--- src/rtl/flash_reader_pkg.sv ---
// flash_pkg: shared widths, FSM states and SPI flash command bytes
package flash_pkg;
  localparam int ADR_W = 24;
  localparam int DAT_W = 32;
  localparam logic [7:0] CMD_READ      = 8'h03;
  localparam logic [7:0] CMD_FAST_READ = 8'h0B;
  localparam logic [7:0] CMD_RDSR      = 8'h05;
  localparam logic [7:0] CMD_WREN      = 8'h06;
  typedef enum logic [1:0] {IDLE, REQ, GAP, BACKOFF} state_t;
endpackage

--- src/rtl/flash_reader_if.sv ---
// flash_reader_if: single-word bus between the reader (master) and the SPI flash slave
interface flash_reader_if;
  import flash_pkg::*;
  logic [ADR_W-1:0] adr_o;
  logic [DAT_W-1:0] dat_o;
  logic             we_o;
  logic             stb_o;
  logic [DAT_W-1:0] dat_i;
  logic             ack_i;
  logic             rty_i;
  modport master (output adr_o, dat_o, we_o, stb_o, input dat_i, ack_i, rty_i);
  modport slave  (input adr_o, dat_o, we_o, stb_o, output dat_i, ack_i, rty_i);
endinterface

--- src/rtl/flash_reader_sync_fifo.sv ---
// sync_fifo: first-word-fall-through FIFO, power-of-two depth
module sync_fifo #(
  parameter int WIDTH = 32,
  parameter int DEPTH = 4
) (
  input  logic                     clk,
  input  logic                     rst,
  input  logic                     push,
  input  logic                     pop,
  input  logic [WIDTH-1:0]         din,
  output logic [WIDTH-1:0]         dout,
  output logic                     full,
  output logic                     empty,
  output logic [$clog2(DEPTH):0]   level
);
  localparam int AW = $clog2(DEPTH);
  logic [WIDTH-1:0] mem [DEPTH];
  logic [AW-1:0] wp, rp;
  logic [AW:0] cnt;
  logic do_push, do_pop;
  assign full    = cnt == (AW+1)'(DEPTH);
  assign empty   = cnt == '0;
  assign level   = cnt;
  assign dout    = mem[rp];
  assign do_push = push && !full;
  assign do_pop  = pop && !empty;
  always_ff @(posedge clk)
    if (do_push) mem[wp] <= din;
  always_ff @(posedge clk) begin
    if (rst) begin
      wp  <= '0;
      rp  <= '0;
      cnt <= '0;
    end else begin
      wp  <= do_push ? wp + 1'b1 : wp;
      rp  <= do_pop ? rp + 1'b1 : rp;
      cnt <= cnt + (AW+1)'(do_push) - (AW+1)'(do_pop);
    end
  end
endmodule

--- src/rtl/flash_reader.sv ---
// flash_reader: turns "read N words from A" into retried single-word bus reads feeding a stream FIFO
module flash_reader
  import flash_pkg::*;
#(
  parameter int FIFO_DEPTH = 4,
  parameter int RETRY_GAP  = 16,
  parameter int MAX_RETRY  = 255
) (
  input  logic                          clk_i,
  input  logic                          rst_i,
  input  logic                          start_i,
  input  logic [ADR_W-1:0]              base_adr_i,
  input  logic [15:0]                   words_i,
  output logic                          busy_o,
  output logic                          done_o,
  output logic                          err_o,
  flash_reader_if.master                bus,
  output logic [DAT_W-1:0]              data_o,
  output logic                          valid_o,
  input  logic                          ready_i,
  output logic [$clog2(FIFO_DEPTH):0]   level_o
);
  localparam logic [15:0] GAP_LD = 16'(RETRY_GAP - 1);
  localparam logic [15:0] MAX_R  = 16'(MAX_RETRY);
  state_t state;
  logic [ADR_W-1:0] adr;
  logic [15:0] cnt, rty_cnt, tmr;
  logic stb, full, empty;
  assign bus.adr_o = adr;
  assign bus.stb_o = stb;
  assign bus.dat_o = '0;
  assign bus.we_o  = 1'b0;
  assign busy_o    = state != IDLE;
  assign valid_o   = !empty;
  sync_fifo #(.WIDTH(DAT_W), .DEPTH(FIFO_DEPTH)) u_fifo (
    .clk(clk_i), .rst(rst_i), .push(stb && bus.ack_i), .pop(valid_o && ready_i),
    .din(bus.dat_i), .dout(data_o), .full(full), .empty(empty), .level(level_o)
  );
  // stb only rises with room in the FIFO, so at most one word is ever in flight
  always_ff @(posedge clk_i) begin
    if (rst_i) begin
      state   <= IDLE;
      adr     <= '0;
      cnt     <= '0;
      rty_cnt <= '0;
      tmr     <= '0;
      stb     <= 1'b0;
      done_o  <= 1'b0;
      err_o   <= 1'b0;
    end else begin
      done_o <= 1'b0;
      case (state)
        IDLE: if (start_i) begin
          err_o   <= 1'b0;
          rty_cnt <= '0;
          adr     <= base_adr_i;
          cnt     <= words_i;
          if (words_i == '0) done_o <= 1'b1;
          else begin
            state <= REQ;
            stb   <= !full;
          end
        end
        REQ: if (!stb) stb <= !full;
        else if (bus.ack_i) begin
          stb     <= 1'b0;
          adr     <= adr + 24'd4;
          cnt     <= cnt - 16'd1;
          rty_cnt <= '0;
          state   <= cnt == 16'd1 ? IDLE : GAP;
          done_o  <= cnt == 16'd1;
        end else if (bus.rty_i) begin
          stb     <= 1'b0;
          rty_cnt <= rty_cnt + 16'd1;
          tmr     <= GAP_LD;
          if (MAX_RETRY != 0 && rty_cnt + 16'd1 == MAX_R) begin
            state <= IDLE;
            err_o <= 1'b1;
          end else state <= BACKOFF;
        end
        GAP: begin
          state <= REQ;
          stb   <= !full;
        end
        BACKOFF: if (tmr == '0) begin
          state <= REQ;
          stb   <= !full;
        end else tmr <= tmr - 16'd1;
        default: state <= IDLE;
      endcase
    end
  end
endmodule

--- src/flat_wrapper.sv ---
// flat-port wrapper written by rule: the top's interface ports become plain ports
module flash_reader_flat import flash_pkg::*;
#(
  parameter int FIFO_DEPTH = 4,
  parameter int RETRY_GAP  = 16,
  parameter int MAX_RETRY  = 255
)
  (clk_i, rst_i, start_i, base_adr_i, words_i, busy_o, done_o, err_o, data_o, valid_o, ready_i, level_o, bus_adr_o, bus_dat_o, bus_we_o, bus_stb_o, bus_dat_i, bus_ack_i, bus_rty_i);
  flash_reader_if bus_i ();
  input  logic clk_i;
  input  logic rst_i;
  input  logic start_i;
  input  logic [ADR_W-1:0] base_adr_i;
  input  logic [15:0] words_i;
  output logic busy_o;
  output logic done_o;
  output logic err_o;
  output logic [DAT_W-1:0] data_o;
  output logic valid_o;
  input  logic ready_i;
  output logic [$clog2(FIFO_DEPTH):0] level_o;
  output wire logic [$bits(bus_i.adr_o)-1:0] bus_adr_o;
  output wire logic [$bits(bus_i.dat_o)-1:0] bus_dat_o;
  output wire logic [$bits(bus_i.we_o)-1:0] bus_we_o;
  output wire logic [$bits(bus_i.stb_o)-1:0] bus_stb_o;
  input wire logic [$bits(bus_i.dat_i)-1:0] bus_dat_i;
  input wire logic [$bits(bus_i.ack_i)-1:0] bus_ack_i;
  input wire logic [$bits(bus_i.rty_i)-1:0] bus_rty_i;
  assign bus_adr_o = bus_i.adr_o;
  assign bus_dat_o = bus_i.dat_o;
  assign bus_we_o = bus_i.we_o;
  assign bus_stb_o = bus_i.stb_o;
  assign bus_i.dat_i = bus_dat_i;
  assign bus_i.ack_i = bus_ack_i;
  assign bus_i.rty_i = bus_rty_i;
  flash_reader #(.FIFO_DEPTH(FIFO_DEPTH), .RETRY_GAP(RETRY_GAP), .MAX_RETRY(MAX_RETRY)) u_core (.clk_i(clk_i), .rst_i(rst_i), .start_i(start_i), .base_adr_i(base_adr_i), .words_i(words_i), .busy_o(busy_o), .done_o(done_o), .err_o(err_o), .bus(bus_i), .data_o(data_o), .valid_o(valid_o), .ready_i(ready_i), .level_o(level_o));
endmodule
--- config.mk ---
export PLATFORM = sky130hd
export DESIGN_NAME = flash_reader_flat
export DESIGN_NICKNAME = d
export VERILOG_FILES = /design/src/rtl/flash_reader_pkg.sv /design/src/rtl/flash_reader_if.sv /design/src/rtl/flash_reader_sync_fifo.sv /design/src/rtl/flash_reader.sv /design/src/flat_wrapper.sv
export SDC_FILE = /design/constraint.sdc
export NUM_CORES = 1
export LEC_CHECK = 0
export CAP_MARGIN = 10
export CORE_ASPECT_RATIO = 1.4
export CORE_MARGIN = 2
export CORE_UTILIZATION = 53
export DETAILED_ROUTE_END_ITERATION = 8
export GPL_ROUTABILITY_DRIVEN = 0
export PLACE_DENSITY = 0.8
export SLEW_MARGIN = 0
export SYNTH_ARGS = -nofsm -noshare
export SYNTH_HDL_FRONTEND = slang
export SYNTH_SLANG_ARGS = --single-unit
--- constraint.sdc ---
create_clock -name clk_i -period 3.65 [get_ports clk_i]
set_input_delay 1.095 -clock clk_i [delete_from_list [all_inputs] [get_ports clk_i]]
set_output_delay 1.095 -clock clk_i [all_outputs]
set_load 0.02 [all_outputs]
==> flow_summary_export.csv <==
group,metric,value,unit
synth,synth-main-ff-cell,"edfxtp_1",
worst_setup_path,cp.arrival,2.23,ns
sta,max_slew_margin,27.93,%
pwr,sequentialPowerShare,43.0,%
route,dr.pass1.iters,5,
sta,setup_tns,0,ns
clock_tree,postCtsResizedCells,0,
place,portBuffers,141,
pwr,power_switching,1.938,mW
worst_setup_path,required,2.55,ns
route,viasPerCell,5.694,
sta,final.setup.worst_slack,0.3280,ns
clock_tree,postCtsSetupBuffers,0,
clock_tree,cts_hold_buf,0,
clock_tree,cts_root_buffer,"clkbuf_16",
sta,finalSetupViolCount,0,
clock_tree,clock_latency,0.48,ns
floorplan,rows,58,
finish,fillers,1403,
synth,synth-edff-count,128,
pwr,peakVddDrop,0.0003040,V
sta,drv_slew,0,
route,drc,0,
outcome,outcome,"complete, no violations",
synth,ys_ff_latch,214,
route,postRouteAntennaNets,0,
global_routing,grt_pass1_vias,6781,
worst_setup_path,crit_fanout,32,
finish,drive_gt1_share,9.629,%
sta,rsz0062_at_grt,"no",
clock_tree,clockBufferDepth,3,
sta,skew,0.02073,ns
pwr,p_int,4.705,mW
global_routing,antenna_found_initial,0,
worst_setup_path,crit_family,"buffers and inverters",
floorplan,pin_count,175,
sta,min_period,3.322,ns
finish,antenna_cells,0,
pwr,power.density,556.2,nW/um^2
finish,nNetsFinal,1076,
worst_setup_path,r2r-start,"u_core.rty_cnt[0]$_SDFFE_PP0P_",
global_routing,grt_overflow,0,
route,first_iter_violations,360,
global_routing,grt_pass1_wl,33930,um
pwr,p_total,6.644,mW
synth,ys_async_sr_fraction,0,%
synth,yosys_warnings,0,
place,hpwl,14570,um
worst_setup_path,cp-end-kind,"output pin",
place,pre_cts_ws,0.3138,ns
finish,areaGrowthSynthToFinish,22.54,%
pwr,comb_power_share,26.7,%
synth,syn_inst,851,
floorplan,coreArea,18000,sq um
synth,yosys.cell_types.count,60,
floorplan,start_util,54.16,%
pwr,leakage,4.021,nW
sta,max_freq,301.0,MHz
floorplan,die_y,164.5,um
worst_setup_path,startpoint_type,"flop",
clock_tree,cts_made_buffers,21,
clock_tree,cts_max_level,1,
pwr,clkPwrFrac,30.3,%
clock_tree,cts_sinks,214,
worst_setup_path,slowest_delay,0.58,ns
synth,synth_area,9747,sq um
clock_tree,cts_tree,"built",
worst_hold_path,hold_path.class,"flop to flop",
floorplan,die_area,19510,sq um
clock_tree,clk_pin_slew,0.06,ns
synth,avgSynthCellArea,11.45,sq um
worst_setup_path,crit_type,"flop to output pin",
global_routing,grt_max_degree,60,
route,vias,7043,
pwr,switching_share,29.17,%
route,wl_per_cell,17.22,um
worst_setup_path,crit_buf_inv,2,
run,max_cap_violations,0,
synth,ys_seq_area_share,57.10,%
worst_setup_path,worstPathCellList,"buf_12 -> mux4_2 -> clkdlybuf4s50_1",
sta,tightest_slew,1.080,ns
worst_hold_path,hold_path_startpoint,"u_core.err_o$_SDFFE_PP0P_",
sta,hold_viol,0,
worst_setup_path,cp_slowest_cell,"clkdlybuf4s50_1",
global_routing,track_usage,21.31,%
sta,fin_crit_sh,91.01,%
route,totalWireLength,21300,um
floorplan,die_width,118.6,um
## kinds of logic after synthesis
group	share of synthesized area [%]
AO/OA/AOI/OAI	10.90
XOR/XNOR	1.977
adder cells (fa/ha/maj)	1.874
buffers and inverters	5.032
flip-flops	57.10
multiplexers	8.010
other	0.03847
AND/OR/NAND/NOR	15.07
## stage by stage
step	cells	utilization (%)	area (sq um)	hold slack, ns
floorplan	883	-	9867	0.4437
global placement	1201	62.81	11300	0.4547
detailed placement	1201	62.81	11300	0.4674
CTS	1237	66.37	11940	0.4766
global route	1237	66.37	11940	0.4991
finish	1237	66.37	11940	0.4733
## synth_stat cells (2+ instances only)
cell      number  area [sq um]
a211oi_1      17         127.6
a21o_1         6         45.04
a21oi_1       54         270.3
a22oi_1       12         90.09
a311oi_1       6         52.55
a31oi_1        3         18.77
and2_1         8         50.05
and3_1         9         56.30
and4_1         2         17.52
and4b_1        2         20.02
buf_1          3         11.26
buf_2          5         25.02
buf_4         33         247.7
clkbuf_1      40         150.1
dfxtp_1       86          1722
edfxtp_1     128          3844
ha_1          13         162.7
inv_1         15         56.30
mux2i_1        6         60.06
mux4_2        32         720.7
nand2_1       62         232.7
nand2b_1       9         56.30
nand3_1       30         150.1
nand3b_1       2         15.01
nand4_1        9         56.30
nor2_1        99         371.6
nor2b_1        3         18.77
nor3_1        19         95.09
nor3b_1        4         30.03
nor4_1        12         75.07
nor4b_1        3         26.28
o21ai_0       38         190.2
o22ai_1        6         37.54
o31a_1         3         26.28
o31ai_1        9         67.56
o32ai_1        4         35.03
o41ai_1        3         26.28
or2_2          4         25.02
or3_1          8         50.05
or4_1          4         30.03
xnor2_1       10         87.58
xor2_1        12         105.1
## worst register-to-register path, delay by kind of cell (launching register included)
| kind | cells | cell delay (ns) |
|---|---|---|
| muxes | 1 | 0.36 |
| AOI/OAI and AO/OA | 1 | 0.13 |
| and+or+nand+nor | 3 | 1.29 |
| DFF | 1 | 0.42 |
| adders and majority gates | 1 | 0.23 |
## sequential cells by signal, summed over array words and instances (netlist names), named ones only
register	flops
u_core.rty_cnt	16
u_core.done_o	1
u_core.u_fifo.mem	128
u_core.state	2
u_core.cnt	16
u_core.bus.adr_o	24
u_core.bus.stb_o	1
u_core.u_fifo.level	3
u_core.u_fifo.rp	2
u_core.tmr	16
u_core.u_fifo.wp	2
u_core.err_o	1
## cell type report
cell class / instances / area (sq um) / share of cell area, %
Sequential cell: 214 / 5567 / 46.61
Multi-Input combinational cell: 573 / 3827 / 32.04
Timing Repair Buffer: 159 / 1554 / 13.01
Clock buffer: 24 / 536.8 / 4.494
Tap cell: 240 / 300.3 / 2.514
Clock inverter: 12 / 102.6 / 0.8590
Inverter: 15 / 56.30 / 0.4714
## power groups by stage
stage	clock network, mW	registers (mW)	logic [mW]
after global routing	2.15	2.88	1.91
final	2.01	2.86	1.77
after floorplan	0	2.91	1.10
after CTS	2.06	2.85	1.79
after detailed placement	0	2.90	1.78
after global placement	0	2.90	1.75
## metal layers
| layer | vias to the layer above | routed length (um) | track usage [%] |
|---|---|---|---|
| met3 | 33 | 1415 | 4.006 |
| li1 | 3372 | - | - |
| met5 | - | 0 | 0 |
| met2 | 250 | 10990 | 39.05 |
| met4 | 0 | 340 | 5.519 |
| met1 | 3388 | 8554 | 25.84 |
## layout by cell type, fill, tap and decap left out, types with 6 or more instances in the layout
master,instances
a21o_1,6
dfxtp_1,85
mux4_2,32
mux2i_1,6
conb_1,33
a211oi_1,17
a311oi_1,6
o31ai_1,9
nand4_1,9
xnor2_1,10
nand2_1,62
a22oi_1,12
inv_1,15
or3_1,8
buf_4,17
clkdlybuf4s50_1,140
nand3_1,30
edfxtp_1,128
xor2_1,12
ha_1,13
a21oi_1,53
o22ai_1,6
nor4_1,12
o21ai_0,38
nor3_1,19
and3_1,9
nor2_1,98
and2_1,8
nand2b_1,8
clkbuf_16,21
## worst paths after layout
path	to	slack [ns]	depth (start not counted)
setup / recovery	data_o[3]	0.33	3
hold / removal	u_core.err_o$_SDFFE_PP0P_	0.47	1
setup reg to reg	u_core.state[1]$_SDFFE_PP0P_	1.09	6
hold reg to reg	u_core.err_o$_SDFFE_PP0P_	0.47	1
(Power assumes the default switching activity.)
